<file path="src/rtl/byte_packer_pkg.sv">
// rtl/byte_packer_pkg.sv - shared state type and default sizing for the byte packer
package byte_packer_pkg;

  localparam int DEFAULT_BYTES_PER_WORD = 4;
  localparam int DEFAULT_FIFO_DEPTH     = 2;

  typedef enum logic [1:0] {
    ST_IDLE       = 2'd0,
    ST_FILL       = 2'd1,
    ST_FLUSH_WAIT = 2'd2
  } packer_state_e;

endpackage

</file>
<file path="src/rtl/byte_packer_fifo.sv">
// rtl/byte_packer_fifo.sv - word FIFO with valid/ready on both sides and registered storage
module byte_packer_fifo #(
  parameter int WIDTH = 8,
  parameter int DEPTH = 2
) (
  input  logic             clk,
  input  logic             reset,
  input  logic [WIDTH-1:0] in_data,
  input  logic             in_valid,
  output logic             in_ready,
  output logic [WIDTH-1:0] out_data,
  output logic             out_valid,
  input  logic             out_ready,
  output logic             full,
  output logic             empty
);

  localparam int AW = $clog2(DEPTH);
  localparam logic [AW-1:0] LAST_PTR = AW'(DEPTH - 1);
  localparam logic [AW:0]   FULL_OCC = (AW + 1)'(DEPTH);

  logic [WIDTH-1:0] mem_q [DEPTH];
  logic [AW-1:0]    wr_ptr_q, rd_ptr_q;
  logic [AW:0]      occ_q;
  logic             push, pop;

  assign full      = (occ_q == FULL_OCC);
  assign empty     = (occ_q == '0);
  assign out_valid = !empty;
  assign out_data  = mem_q[rd_ptr_q];
  // A full FIFO still takes a word when the head leaves in the same cycle.
  assign in_ready  = !full || out_ready;
  assign push      = in_valid && in_ready;
  assign pop       = out_valid && out_ready;

  always_ff @(posedge clk) begin
    if (reset) begin
      for (int i = 0; i < DEPTH; i++) begin
        mem_q[i] <= '0;
      end
      wr_ptr_q <= '0;
      rd_ptr_q <= '0;
      occ_q    <= '0;
    end else begin
      if (push) begin
        mem_q[wr_ptr_q] <= in_data;
        wr_ptr_q        <= (wr_ptr_q == LAST_PTR) ? '0 : wr_ptr_q + 1'b1;
      end
      if (pop) begin
        rd_ptr_q <= (rd_ptr_q == LAST_PTR) ? '0 : rd_ptr_q + 1'b1;
      end
      if (push && !pop) begin
        occ_q <= occ_q + 1'b1;
      end else if (pop && !push) begin
        occ_q <= occ_q - 1'b1;
      end
    end
  end

endmodule

</file>
<file path="src/rtl/byte_packer.sv">
// rtl/byte_packer.sv - packs a byte stream into words, with flush of partial words
module byte_packer
  import byte_packer_pkg::*;
#(
  parameter int BYTES_PER_WORD = DEFAULT_BYTES_PER_WORD,
  parameter int FIFO_DEPTH     = DEFAULT_FIFO_DEPTH
) (
  input  logic                        clk,
  input  logic                        reset,
  input  logic [7:0]                  in,
  input  logic                        in_valid,
  output logic                        in_ready,
  input  logic                        flush,
  output logic [8*BYTES_PER_WORD-1:0] out_data,
  output logic [BYTES_PER_WORD-1:0]   out_keep,
  output logic                        out_valid,
  input  logic                        out_ready,
  output logic                        busy
);

  localparam int DW = 8 * BYTES_PER_WORD;
  localparam int CW = $clog2(BYTES_PER_WORD);
  localparam logic [CW-1:0] LAST_LANE = CW'(BYTES_PER_WORD - 1);

  packer_state_e              state_q, state_d;
  logic [CW-1:0]              count_q, count_d;
  logic [DW-1:0]              data_q, data_d;
  logic [CW:0]                fill_n;
  logic [DW-1:0]              lanes;
  logic [BYTES_PER_WORD-1:0]  push_keep;
  logic                       accept, push_req;
  logic                       fifo_in_ready, fifo_full, fifo_empty;

  // Built only from registered state so upstream never sees out_ready ripple through.
  assign in_ready = (state_q != ST_FLUSH_WAIT) && !((count_q == LAST_LANE) && fifo_full);
  assign accept   = in_valid && in_ready;
  assign busy     = (state_q != ST_IDLE) || !fifo_empty;

  always_comb begin
    fill_n = {1'b0, count_q} + (CW + 1)'(accept);
    for (int l = 0; l < BYTES_PER_WORD; l++) begin
      lanes[l*8 +: 8] = (accept && (count_q == CW'(l))) ? in : data_q[l*8 +: 8];
      push_keep[l]    = ((CW + 1)'(l) < fill_n);
    end

    push_req = 1'b0;
    state_d  = state_q;
    count_d  = count_q;
    data_d   = data_q;

    case (state_q)
      ST_FLUSH_WAIT: begin
        if (!fifo_full) begin
          push_req = 1'b1;
          state_d  = ST_IDLE;
          count_d  = '0;
          data_d   = '0;
        end
      end
      default: begin
        if (accept && (count_q == LAST_LANE)) begin
          // Completing byte wins over a coincident flush: one full word only.
          push_req = 1'b1;
          state_d  = ST_IDLE;
          count_d  = '0;
          data_d   = '0;
        end else if (flush && (fill_n != '0)) begin
          if (!fifo_full) begin
            push_req = 1'b1;
            state_d  = ST_IDLE;
            count_d  = '0;
            data_d   = '0;
          end else begin
            state_d = ST_FLUSH_WAIT;
            count_d = fill_n[CW-1:0];
            data_d  = lanes;
          end
        end else begin
          state_d = (fill_n == '0) ? ST_IDLE : ST_FILL;
          count_d = fill_n[CW-1:0];
          data_d  = lanes;
        end
      end
    endcase
  end

  always_ff @(posedge clk) begin
    if (reset) begin
      state_q <= ST_IDLE;
      count_q <= '0;
      data_q  <= '0;
    end else begin
      state_q <= state_d;
      count_q <= count_d;
      data_q  <= data_d;
    end
  end

  byte_packer_fifo #(
    .WIDTH (DW + BYTES_PER_WORD),
    .DEPTH (FIFO_DEPTH)
  ) u_fifo (
    .clk       (clk),
    .reset     (reset),
    .in_data   ({lanes, push_keep}),
    .in_valid  (push_req && fifo_in_ready),
    .in_ready  (fifo_in_ready),
    .out_data  ({out_data, out_keep}),
    .out_valid (out_valid),
    .out_ready (out_ready),
    .full      (fifo_full),
    .empty     (fifo_empty)
  );

endmodule

</file>
<file path="config.mk">
export PLATFORM = sky130hd
export DESIGN_NAME = byte_packer
export DESIGN_NICKNAME = d
export VERILOG_FILES = /design/src/rtl/byte_packer_pkg.sv /design/src/rtl/byte_packer_fifo.sv /design/src/rtl/byte_packer.sv
export SDC_FILE = /design/constraint.sdc
export NUM_CORES = 1
export LEC_CHECK = 0
export ABC_AREA = 0
export CAP_MARGIN = 25
export CORE_AREA = 2 2 123 101
export CTS_CLUSTER_DIAMETER = 50
export DETAILED_ROUTE_END_ITERATION = 7
export DIE_AREA = 0 0 125 103
export HOLD_SLACK_MARGIN = 0.1
export PLACE_DENSITY = 0.7
export SLEW_MARGIN = 20
export SYNTH_ARGS = -nofsm -noshare
export SYNTH_HDL_FRONTEND = slang
export SYNTH_HIERARCHICAL = 1
export SYNTH_SLANG_ARGS = --single-unit
</file>
<file path="constraint.sdc">
create_clock -name clk -period 8.8 [get_ports clk]
set_input_delay 1.76 -clock clk [delete_from_list [all_inputs] [get_ports clk]]
set_output_delay 1.76 -clock clk [all_outputs]
set_load 0.01 [all_outputs]
</file>
After elaboration in Yosys (flattened, before gate mapping)
Memories as Yosys holds them, arrays and structs flattened. A register that Yosys moved wholly into a read port is not among the register bits.
Index checks and enable logic that the tools add are counted.
{ "totals": {"regBits": 40, "mem_bits_rw": 72, "inputBits": 13, "output_inout_bits": 39, "word_cells": 87, "n_memories": 1} }
{ "classes": {"addsub": 5, "magnitude_cmp": 4, "n_eq_ne": 7, "n_mux": 37, "n_reduce_logical": 27} }
{ "memory_table": {"columns": ["memory", "depth", "width", "rd", "rd_ports_with_merged_regs", "wr", "line", "source"], "rows": [
  ["u_fifo.mem_q", 2, 36, 1, 1, 2, "byte_packer_fifo.sv:22", "logic [WIDTH-1:0] mem_q [DEPTH];"]
]} }
{ "op_table": {"columns": ["op", "n"], "rows": [
  ["$mux W32", 5],
  ["$mux W36", 1],
  ["$reduce_or A36 Y1", 1],
  ["$mux W8", 4],
  ["$mux W2", 11],
  ["$mux W1", 16],
  ["$logic_and A1 B1 Y1", 13],
  ["$eq A2 B2 Y1 const B", 4],
  ["$lt A1 B3 Y1 const A", 2],
  ["$lt A2 B3 Y1 const A", 2],
  ["$logic_not A1 Y1", 5],
  ["$logic_not A2 Y1", 2],
  ["$ne A2 B2 Y1 const B", 2],
  ["$reduce_bool A2 Y1", 2],
  ["$add A2 B1 Y3", 1],
  ["$logic_not A3 Y1", 1],
  ["$reduce_bool A3 Y1", 1],
  ["$add A1 B1 Y1 const B", 2],
  ["$add A2 B1 Y2 const B", 1],
  ["$eq A2 B1 Y1 const B", 1],
  ["$logic_or A1 B1 Y1", 2],
  ["$sub A2 B1 Y2 const B", 1]
]} }

Logic depth before layout (Yosys ltp)
Gate-level depths: netlist (run 1).
{ "logic_depth": {"ltp_word": 18, "ltp_mapped": 16, "ltp_nobuf": 15} }

By module
Netlist (run 1), hierarchy kept.
{ "by_module_without_submodules": {"columns": ["mod", "instances", "cells_each", "area_each_um2", "seq_area_each_um2"], "rows": [
  ["byte_packer_fifo", 1, 222, 3460.8, 2262.2],
  ["byte_packer", 1, 151, 1790.5, 720.7]
]} }

Worst setup path before layout (run 1)
OpenSTA, ideal clock, no wires.
{ "synth_path": {"path_kind": "in2reg", "from": "input in_valid", "to": "memory u_fifo/mem_q[0][0] (netlist bit), enable pin", "setup_ns": 0.437, "t_arrival_ns": 4.631, "required_time_ns": 8.363, "path_slack_ns": 3.732, "path_stages": 9, "path_buffers": 0, "cell_sequence": "and2_1 ha_1 inv_1 ha_1 o31ai_1 a31oi_1 and2_1 nand2_1 o21bai_1"} }
{ "synth_lines": {"columns": ["item", "line", "source"], "rows": [
  ["start: declaration", "byte_packer.sv:11", "input logic in_valid,"],
  ["end: declaration", "byte_packer_fifo.sv:22", null]
]} }

==> results of run 1 <==
## worst min-delay path by stage
stage / endpoint / slack (ns) / cells after the start
after CTS: data_q[29]$_SDFFE_PP0P_ / 0.46 / 1
after detailed placement: data_q[27]$_SDFFE_PP0P_ / 0.44 / 1
final: data_q[27]$_SDFFE_PP0P_ / 0.45 / 1
after global placement: data_q[24]$_SDFFE_PP0P_ / 0.44 / 1
after global routing: data_q[27]$_SDFFE_PP0P_ / 0.48 / 1
after floorplan: data_q[24]$_SDFFE_PP0P_ / 0.43 / 1
## stage by stage
| stage | hold WS [ns] | setup WS [ns] | power [uW] |
|---|---|---|---|
| floorplan | 0.426 | 3.73 | 883 |
| global placement | 0.438 | 3.39 | 1030 |
| detailed placement | 0.440 | 3.26 | 1040 |
| CTS | 0.455 | 3.63 | 1720 |
| global route | 0.479 | 3.39 | 1780 |
| finish | 0.451 | 3.64 | 1710 |
## power breakdown
part           total [uW]  internal [uW]  leakage, uW  switching [uW]
clock network         683            443     0.000282             239
logic                 379            201      0.00118             178
registers             647            624      0.00109            23.6
## critical path: stages
cell and delay [ns]:
clkdlybuf4s50_1 0.62, and2_1 0.18, ha_1 0.16, inv_1 0.05, ha_1 0.36, o31ai_1 0.12
a31oi_1 0.23, and2_1 0.18, and4b_1 0.20, buf_4 0.33, or2_1 0.60, buf_4 0.42
## Yosys cell counts (4+ instances only)
| library cell | n | area share, % |
|---|---|---|
| and2_1 | 54 | 6.4 |
| nand3_1 | 4 | 0.38 |
| nand2_1 | 7 | 0.50 |
| a21oi_1 | 4 | 0.38 |
| inv_1 | 6 | 0.43 |
| buf_2 | 5 | 0.48 |
| dfxtp_1 | 41 | 16 |
| a22o_1 | 24 | 4.0 |
| edfxtp_1 | 72 | 41 |
| ha_1 | 4 | 0.95 |
| and2_2 | 6 | 0.86 |
| nor2_1 | 6 | 0.43 |
| and2_4 | 22 | 3.7 |
| mux2_2 | 68 | 15 |
| buf_6 | 7 | 1.5 |
## metal layers
metal	vias to the layer above	GRT usage (%)	part of all wire, %	wire (um)
li1	1471	-	-	-
met1	1467	21.9	48	4810
met2	68	26.8	47	4750
met3	10	4.93	4.0	406
met4	0	6.67	1.1	110
met5	-	0	0	0
## state kept, by name, summed over array words and instances, names as in the netlist, named ones only
name	flops
count_q	2
data_q	32
state_q	2
u_fifo/mem_q	72
u_fifo/occ_q	2
u_fifo/rd_ptr_q	1
u_fifo/wr_ptr_q	1
## kinds of logic (layout without fill, tap and decap cells)
kind of cell	Yosys count	in the layout	synth area share, %
buffers and inverters	24	94	3.53
xor gates and xnor gates	3	3	0.500
AOI/OAI and AO/OA	39	39	6.24
DFF	113	113	56.8
adders and majority gates	4	4	0.953
and+or+nand+nor	122	122	17.4
muxes	68	68	14.6
## layout make-up
| class | count | area, um^2 | area share [%] |
|---|---|---|---|
| clock buffer | 18 | 429 | 6.65 |
| clock inverter | 14 | 166 | 2.58 |
| inverter | 7 | 28.8 | 0.446 |
| multi-input combinational | 236 | 2100 | 32.5 |
| sequential | 113 | 2980 | 46.2 |
| tap | 152 | 190 | 2.95 |
| timing repair buffer | 55 | 561 | 8.69 |
## cells in the final DEF (no fill, tap or decap), types with 2 or more instances in the layout
cell and count:
a31oi_1 2, a22o_1 24, and3_1 2, nor2b_1 2, clkinv_4 2, clkinv_2 4, and2_1 54, buf_4 3
a21oi_1 4, ha_1 4, and2_4 22, and2_2 6, clkdlybuf4s50_1 51, mux2_2 68, edfxtp_1 72, bufinv_16 3
nor4b_4 3, xor2_1 3, o21ai_2 3, clkinvlp_4 4, clkbuf_16 17, nor4_4 2, dfxtp_1 41, o21ai_0 2
nand3_1 4, nor2_1 6, nand2_1 7, inv_1 6
==> results.cfg, run 1 <==
[outcome]
status = complete, no violations

[grt]
grt.total_usage_pct = 16.8
first_global_vias = 3050
grt_max_degree = 38
grt_pass1_wl_um = 16300
antenna_found_initial = 0
grt-ovfl-total = 0

[critical_path]
cp-end-kind = flop
arrival_ns = 5.24
critical_path_class = in2reg
critical_path_required_ns = 8.88
r2r_slack_ns = 4.62
r2r-start = state_q[1]$_SDFFE_PP0P_
rr_worst_depth = 13
startpoint = in_valid
critPathCapture = u_fifo/mem_q[1][33]$_SDFFCE_PN0P_
r2r-end = u_fifo/mem_q[1][33]$_SDFFCE_PN0P_
cp_max_fo = 37
cp-start-kind = input port

[pwr]
ir_worst_vdd_v = 0.000151
power.leakage_uw = 0.00255
p_per_area_nw_per_um2 = 265

[clock_tree]
cts_buffers = 17
cts_hold_buf = 0
ctsResizeCount = 0
postCtsSetupRepairBufs = 0
cts_tree = yes
clkLatencyLatePin_ns = 0.41
cts_root_buffer = clkbuf_16
cts_buffer_depth = 2
htreeDepth = 4
clk_pin_slew_ns = 0.05
cts.sinks = 113

[detailed_routing]
ant_nets = 0
route.final.wire_length_um = 10100
vias_per_cell = 5.07
wire_per_inst_um = 16.9
firstDrtPassIters = 4
vias = 3016
drt_iter0_drc = 235
drc = 0

[finish]
layout.cells.non_filler = 595
final_util_pct = 54.7
nets = 447
n_antenna_cell = 0
syn_to_final_growth_pct = 22.9
fin_area_um2 = 6450
n_fill_cell = 1001
drive_gt1_share_pct = 33.9

[synth]
ys_warn_count = 6
synthArstFlopShare_pct = 0
synthDistinctLibCells = 44
synthFlopType = edfxtp_1
syn_area_um2 = 5250
yosysSeqAreaShare_pct = 56.8
ys_seq_elements = 113
synth_cells = 373
syn_area_per_cell_um2 = 14.1
synth_fp_nets = 390
synth-edff-count = 72

[worst_hold_path]
min_from = data_q[27]$_SDFFE_PP0P_
min_path_type = reg2reg

[timing]
worst_pin_slew_ns = 0.754
fmax_mhz = 194
period_share_pct = 58.7
rsz0062_at_grt = no
slew_headroom_pct = 49.6
hold_violations = 0
slew_viol_final = 0
period_needed_ns = 5.16
clock-skew-final_ns = 0.00792
setup_viol = 0
final.setup.tns_ns = 0

[die]
die_y_um = 103
start_util_pct = 44.5
core-area_um2 = 11800
io_pins = 52
die_width_um = 125
row_count = 36
die-area_um2 = 12900

[placement]
dpl.hpwl_um = 6560
gp_congestion = 0.754
placed_area_um2 = 5860
portBuffers = 51
placedCellCount = 563

[job]
drv_cap = 0
(Power assumes the default switching activity.)
==> run 2, diff against run 1 <==
==> constraint.sdc (replaced) <==
create_clock -name clk -period 5.35 [get_ports clk]
set_input_delay 1.07 -clock clk [delete_from_list [all_inputs] [get_ports clk]]
set_output_delay 1.07 -clock clk [all_outputs]
set_load 0.01 [all_outputs]
==> run 2 against run 1 <==
- first-iteration DRC count shrank 20%
- core utilization is essentially flat
- register-to-register slack lost 3.3 ns
- combinational power grew 64%
==> results.cfg, run 2 (synthesis results as in run 1) <==
[timing]
rsz0062_at_grt = no
clock-skew-final_ns = 0.00650
fin_ws_ns = 1.07
final.setup.tns_ns = 0
period_needed_ns = 4.28
hold_violations = 0
slew_viol_final = 0
slew_headroom_pct = 42.7
whs_ns = 0.453
worst_pin_slew_ns = 0.859
setup_viol = 0
fmax_mhz = 234
period_share_pct = 79.9

[critical_path]
critical_path_required_ns = 5.43
rr_worst_depth = 12
critPathSlowestCell = or2_1
cp-start-kind = input port
path_cells = clkdlybuf4s50_1 > and2_1 > ha_1 > inv_1 > ha_1 > o31ai_1 > a31oi_1 > and2_1 > and4b_1 > or2_1 > buf_4
max_stage_delay_ns = 0.67
r2r-end = u_fifo/mem_q[1][4]$_SDFFCE_PN0P_
r2r_slack_ns = 1.30
crit_family = simple AND/OR/NAND/NOR gates
cp-end-kind = flop
r2r-start = state_q[1]$_SDFFE_PP0P_
critical_path_class = in2reg
arrival_ns = 4.35
path_buf_inv = 3
cp_max_fo = 20

[grt]
grt-ovfl-total = 0
antenna_found_initial = 0
grt_pass1_wl_um = 16200
first_global_vias = 3056
grt_max_degree = 37
grt.total_usage_pct = 16.5

[placement]
placed_area_um2 = 5840
gp_congestion = 0.814
dpl_worst_slack_ns = 0.659
dpl.hpwl_um = 6340
placedCellCount = 564
portBuffers = 51

[job]
drv_cap = 0

[clock_tree]
postCtsSetupRepairBufs = 0
cts_tree = yes
cts_hold_buf = 0
htreeDepth = 4
cts_buffers = 17
clk_pin_slew_ns = 0.05
cts_buffer_depth = 2
ctsResizeCount = 0
cts_root_buffer = clkbuf_16
clkLatencyLatePin_ns = 0.40
cts.sinks = 113

[detailed_routing]
firstDrtPassIters = 4
vias_per_cell = 5.07
route.final.wire_length_um = 10200
ant_nets = 0
vias = 3020
wire_per_inst_um = 17.1
drc = 0
drt_iter0_drc = 189

[finish]
regMostFlops = u_fifo/mem_q
drive_gt1_share_pct = 33.8
syn_to_final_growth_pct = 22.9
n_antenna_cell = 0
mostFrequentLayoutCell = edfxtp_1
largest_reg_flops = 72
top_regs = u_fifo/mem_q: 72 flops, data_q: 32 flops
nets = 448
multi_input_area_um2 = 2090
area.sequential_um2 = 2980
layout.cells.non_filler = 596
n_fill_cell = 979
fin_area_um2 = 6450
mostFrequentLayoutCells = edfxtp_1 (72), mux2_2 (68), and2_1 (54), clkdlybuf4s50_1 (51), dfxtp_1 (41)

[worst_hold_path]
whs_endpoint = data_q[26]$_SDFFE_PP0P_
min_path_type = reg2reg
holdPathStages = 1
min_from = data_q[26]$_SDFFE_PP0P_

[die]
die_y_um = 103
die-area_um2 = 12900
start_util_pct = 44.5
core-area_um2 = 11800
io_pins = 52
die_width_um = 125
row_count = 36

[pwr]
power.leakage_uw = 0.00256
p_per_area_nw_per_um2 = 439
ir_worst_vdd_v = 0.000270

[outcome]
status = complete, no violations
## run 2: cell count changes in the layout (fill, tap and decap cells not counted), sizes merged
cell      before  now
buf            4    5
clkinv         6    7
inv            8   10
clkinvlp       4    1
## run 2: worst register-to-register path, delay by kind of cell, from the launching register on
kind | cells | cell delay [ns]
and+or+nand+nor | 5 | 1.95
AOI/OAI and AO/OA | 3 | 0.50
buffers and inverters | 2 | 0.49
adders and majority gates | 2 | 0.41
DFF | 1 | 0.36
## run 2: how the worst max path moves through the flow
stage                     startpoint                                to  slack, ns  cells past startpoint
after floorplan             in_valid  u_fifo/mem_q[0][0]$_SDFFCE_PN0P_       0.97                      9
after global placement      in_valid  u_fifo/mem_q[1][2]$_SDFFCE_PN0P_       0.85                     11
after detailed placement    in_valid  u_fifo/mem_q[1][1]$_SDFFCE_PN0P_       0.66                     11
after CTS                   in_valid  u_fifo/mem_q[1][4]$_SDFFCE_PN0P_       1.07                     11
after global routing        in_valid  u_fifo/mem_q[1][4]$_SDFFCE_PN0P_       0.81                     11
final                       in_valid  u_fifo/mem_q[1][4]$_SDFFCE_PN0P_       1.07                     11
## run 2: per-stage QoR
step	utilization, %	total power, uW
after floorplan	-	1450
after global placement	49.5	1700
after detailed placement	49.5	1710
after CTS	54.7	2860
after global routing	54.7	2950
final	54.7	2830
## run 2: metal layers
metal / GRT usage (%) / share of wire, % / vias to the layer above
met5: 0 / 0 / -
met4: 6.84 / 0.69 / 0
met3: 4.20 / 6.1 / 5
met2: 25.6 / 47 / 73
met1: 22.4 / 46 / 1460
li1: - / - / 1482
## run 2: final cells by class
| cell class | count | area share (%) |
|---|---|---|
| multi-input cells | 236 | 32.4 |
| clock buffers | 18 | 6.65 |
| clock inverters | 14 | 2.81 |
| inverters | 7 | 0.446 |
| repair buffers | 56 | 8.49 |
| well taps | 152 | 2.95 |
| flip-flops and latches | 113 | 46.2 |
## run 2: report_power, final
part	internal [uW]	switching (uW)	total, uW	leakage [uW]
combinational	325	295	621	0.00118
sequential	1030	40.1	1070	0.00109
clock	739	405	1140	0.000295
total	2090	740	2830	0.00256
==> run 3, diff against run 2 <==
==> constraint.sdc (replaced) <==
create_clock -name clk -period 4.45 [get_ports clk]
set_input_delay 0.89 -clock clk [delete_from_list [all_inputs] [get_ports clk]]
set_output_delay 0.89 -clock clk [all_outputs]
set_load 0.01 [all_outputs]
==> run 3 against run 2 <==
- via count increased by 3.0%
- non-clock buffer count increased by 3
- combinational power increased by 20%
- core utilization increased by 0.31 points
- power increased by 22%
- critical endpoint is now u_fifo/occ_q[1]$_SDFFE_PP0P_
==> results.cfg, run 3 (synthesis results as in run 1) <==
[clock_tree]
cts_root_buffer = clkbuf_16
htreeDepth = 4
cts_tree = yes
cts_hold_buf = 0
cts_buffers = 17
clkLatencyLatePin_ns = 0.41
postCtsSetupRepairBufs = 0
clk_pin_slew_ns = 0.05
cts_buffer_depth = 2
ctsResizeCount = 0
cts.sinks = 113

[timing]
clock-skew-final_ns = 0.00714
period_share_pct = 85.1
fmax_mhz = 264
period_needed_ns = 3.79
hold_violations = 0
setup_viol = 0
slew_viol_final = 0
final.setup.tns_ns = 0
worst_pin_slew_ns = 0.770
slew_headroom_pct = 48.6
fin_ws_ns = 0.662
rsz0062_at_grt = no

[finish]
nets = 451
mostFrequentLayoutCells = edfxtp_1 (72), mux2_2 (68), and2_1 (54), clkdlybuf4s50_1 (51), dfxtp_1 (41)
n_fill_cell = 946
mostFrequentLayoutCell = edfxtp_1
regMostFlops = u_fifo/mem_q
largest_reg_flops = 72
top_regs = u_fifo/mem_q: 72 flops, data_q: 32 flops
drive_gt1_share_pct = 33.6
n_antenna_cell = 0
syn_to_final_growth_pct = 23.6

[grt]
antenna_found_initial = 0
grt_max_degree = 37
grt.total_usage_pct = 17.4
met2_usage_pct = 27.4
first_global_vias = 3168
grt-ovfl-total = 0
grt_pass1_wl_um = 17000
grt.busiest_layer = met2
grt.met3_usage_pct = 4.41
grt_use_met1_pct = 23.5

[critical_path]
crit_family = simple AND/OR/NAND/NOR gates
critical_path_required_ns = 4.78
path_cells = nor2b_1 > a31oi_1 > and2_1 > ha_1 > inv_1 > ha_1 > o31ai_1 > a31oi_1 > and2_1 > nand2_1 > inv_1 > ha_1 > or3_1 > a21oi_1
cp-start-kind = flop
cp_max_fo = 7
critical_path_class = reg2reg
critPathSlowestCell = nor2b_1
cp-end-kind = flop
cp_common_cell = ha_1
max_stage_delay_ns = 0.59
arrival_ns = 4.12
path_buf_inv = 2

[pwr]
ir_worst_vdd_v = 0.000321
switching_power_uw = 874
power.leakage_uw = 0.00258
clockPowerShare_pct = 40.8
power.internal_uw = 2580
seq_power_share_pct = 37.7
p_comb_share_pct = 21.5
p_per_area_nw_per_um2 = 532
swShare_pct = 25.3

[detailed_routing]
drt_iter0_drc = 201
ant_nets = 0
vias = 3112
route.final.wire_length_um = 10700
wire_per_inst_um = 17.9
firstDrtPassIters = 4
vias_per_cell = 5.20
drc = 0

[die]
row_count = 36
start_util_pct = 44.5
die_width_um = 125
die_y_um = 103
die-area_um2 = 12900
core-area_um2 = 11800
io_pins = 52

[placement]
gp_congestion = 0.731
dpl.hpwl_um = 6550
portBuffers = 51
dpl_worst_slack_ns = 0.387

[job]
drv_cap = 0

[worst_hold_path]
min_path_type = reg2reg

[outcome]
status = complete, no violations
-- run 3: changes by cell type in the layout (fill, tap and decap cells not counted), sizes merged --
cell	previous run	this run
bufinv	3	4
buf	5	8
inv	10	7
clkbuf	18	21
clkinv	7	3
clkinvlp	1	3
-- run 3: metal layers --
| metal | part of all wire (%) | wire [um] | vias to the layer above |
|---|---|---|---|
| met5 | 0 | 0 | - |
| met1 | 48 | 5120 | 1549 |
| met3 | 4.1 | 439 | 11 |
| met4 | 0.85 | 91 | 0 |
| li1 | - | - | 1482 |
| met2 | 47 | 5070 | 70 |
-- run 3: final timing paths --
kind / startpoint / endpoint / slack, ns / depth (start not counted)
max: state_q[1]$_SDFFE_PP0P_ / u_fifo/occ_q[1]$_SDFFE_PP0P_ / 0.66 / 14
min: data_q[26]$_SDFFE_PP0P_ / data_q[26]$_SDFFE_PP0P_ / 0.45 / 1
max reg2reg: state_q[1]$_SDFFE_PP0P_ / u_fifo/occ_q[1]$_SDFFE_PP0P_ / 0.66 / 14
min reg2reg: data_q[26]$_SDFFE_PP0P_ / data_q[26]$_SDFFE_PP0P_ / 0.45 / 1
-- run 3: layout make-up --
| class | instances | area (um^2) | share of cell area (%) |
|---|---|---|---|
| sequential | 113 | 2980 | 46.0 |
| multi-input combinational | 236 | 2090 | 32.3 |
| timing repair buffer | 59 | 583 | 8.98 |
| clock buffer | 21 | 450 | 6.94 |
| tap | 152 | 190 | 2.93 |
| clock inverter | 10 | 161 | 2.49 |
| inverter | 7 | 28.8 | 0.443 |
-- run 3: per-stage QoR --
step | area, um^2 | utilization [%] | hold WS (ns) | cells | power (uW)
2_1_floorplan | 5250 | - | 0.426 | 373 | 1750
3_3_place_gp | 5880 | 49.8 | 0.439 | 567 | 2060
3_5_place_dp | 5880 | 49.8 | 0.443 | 567 | 2070
4_1_cts | 6490 | 55.0 | 0.457 | 598 | 3480
5_1_grt | 6490 | 55.0 | 0.468 | 598 | 3590
6_report | 6490 | 55.0 | 0.454 | 598 | 3450
-- run 3: power groups by stage --
stage / Sequential, uW / Clock [uW] / Combinational, uW
after floorplan: 1290 / 0 / 461
after global placement: 1310 / 0 / 742
after detailed placement: 1320 / 0 / 749
after CTS: 1300 / 1430 / 755
after global routing: 1320 / 1470 / 806
final: 1300 / 1410 / 743
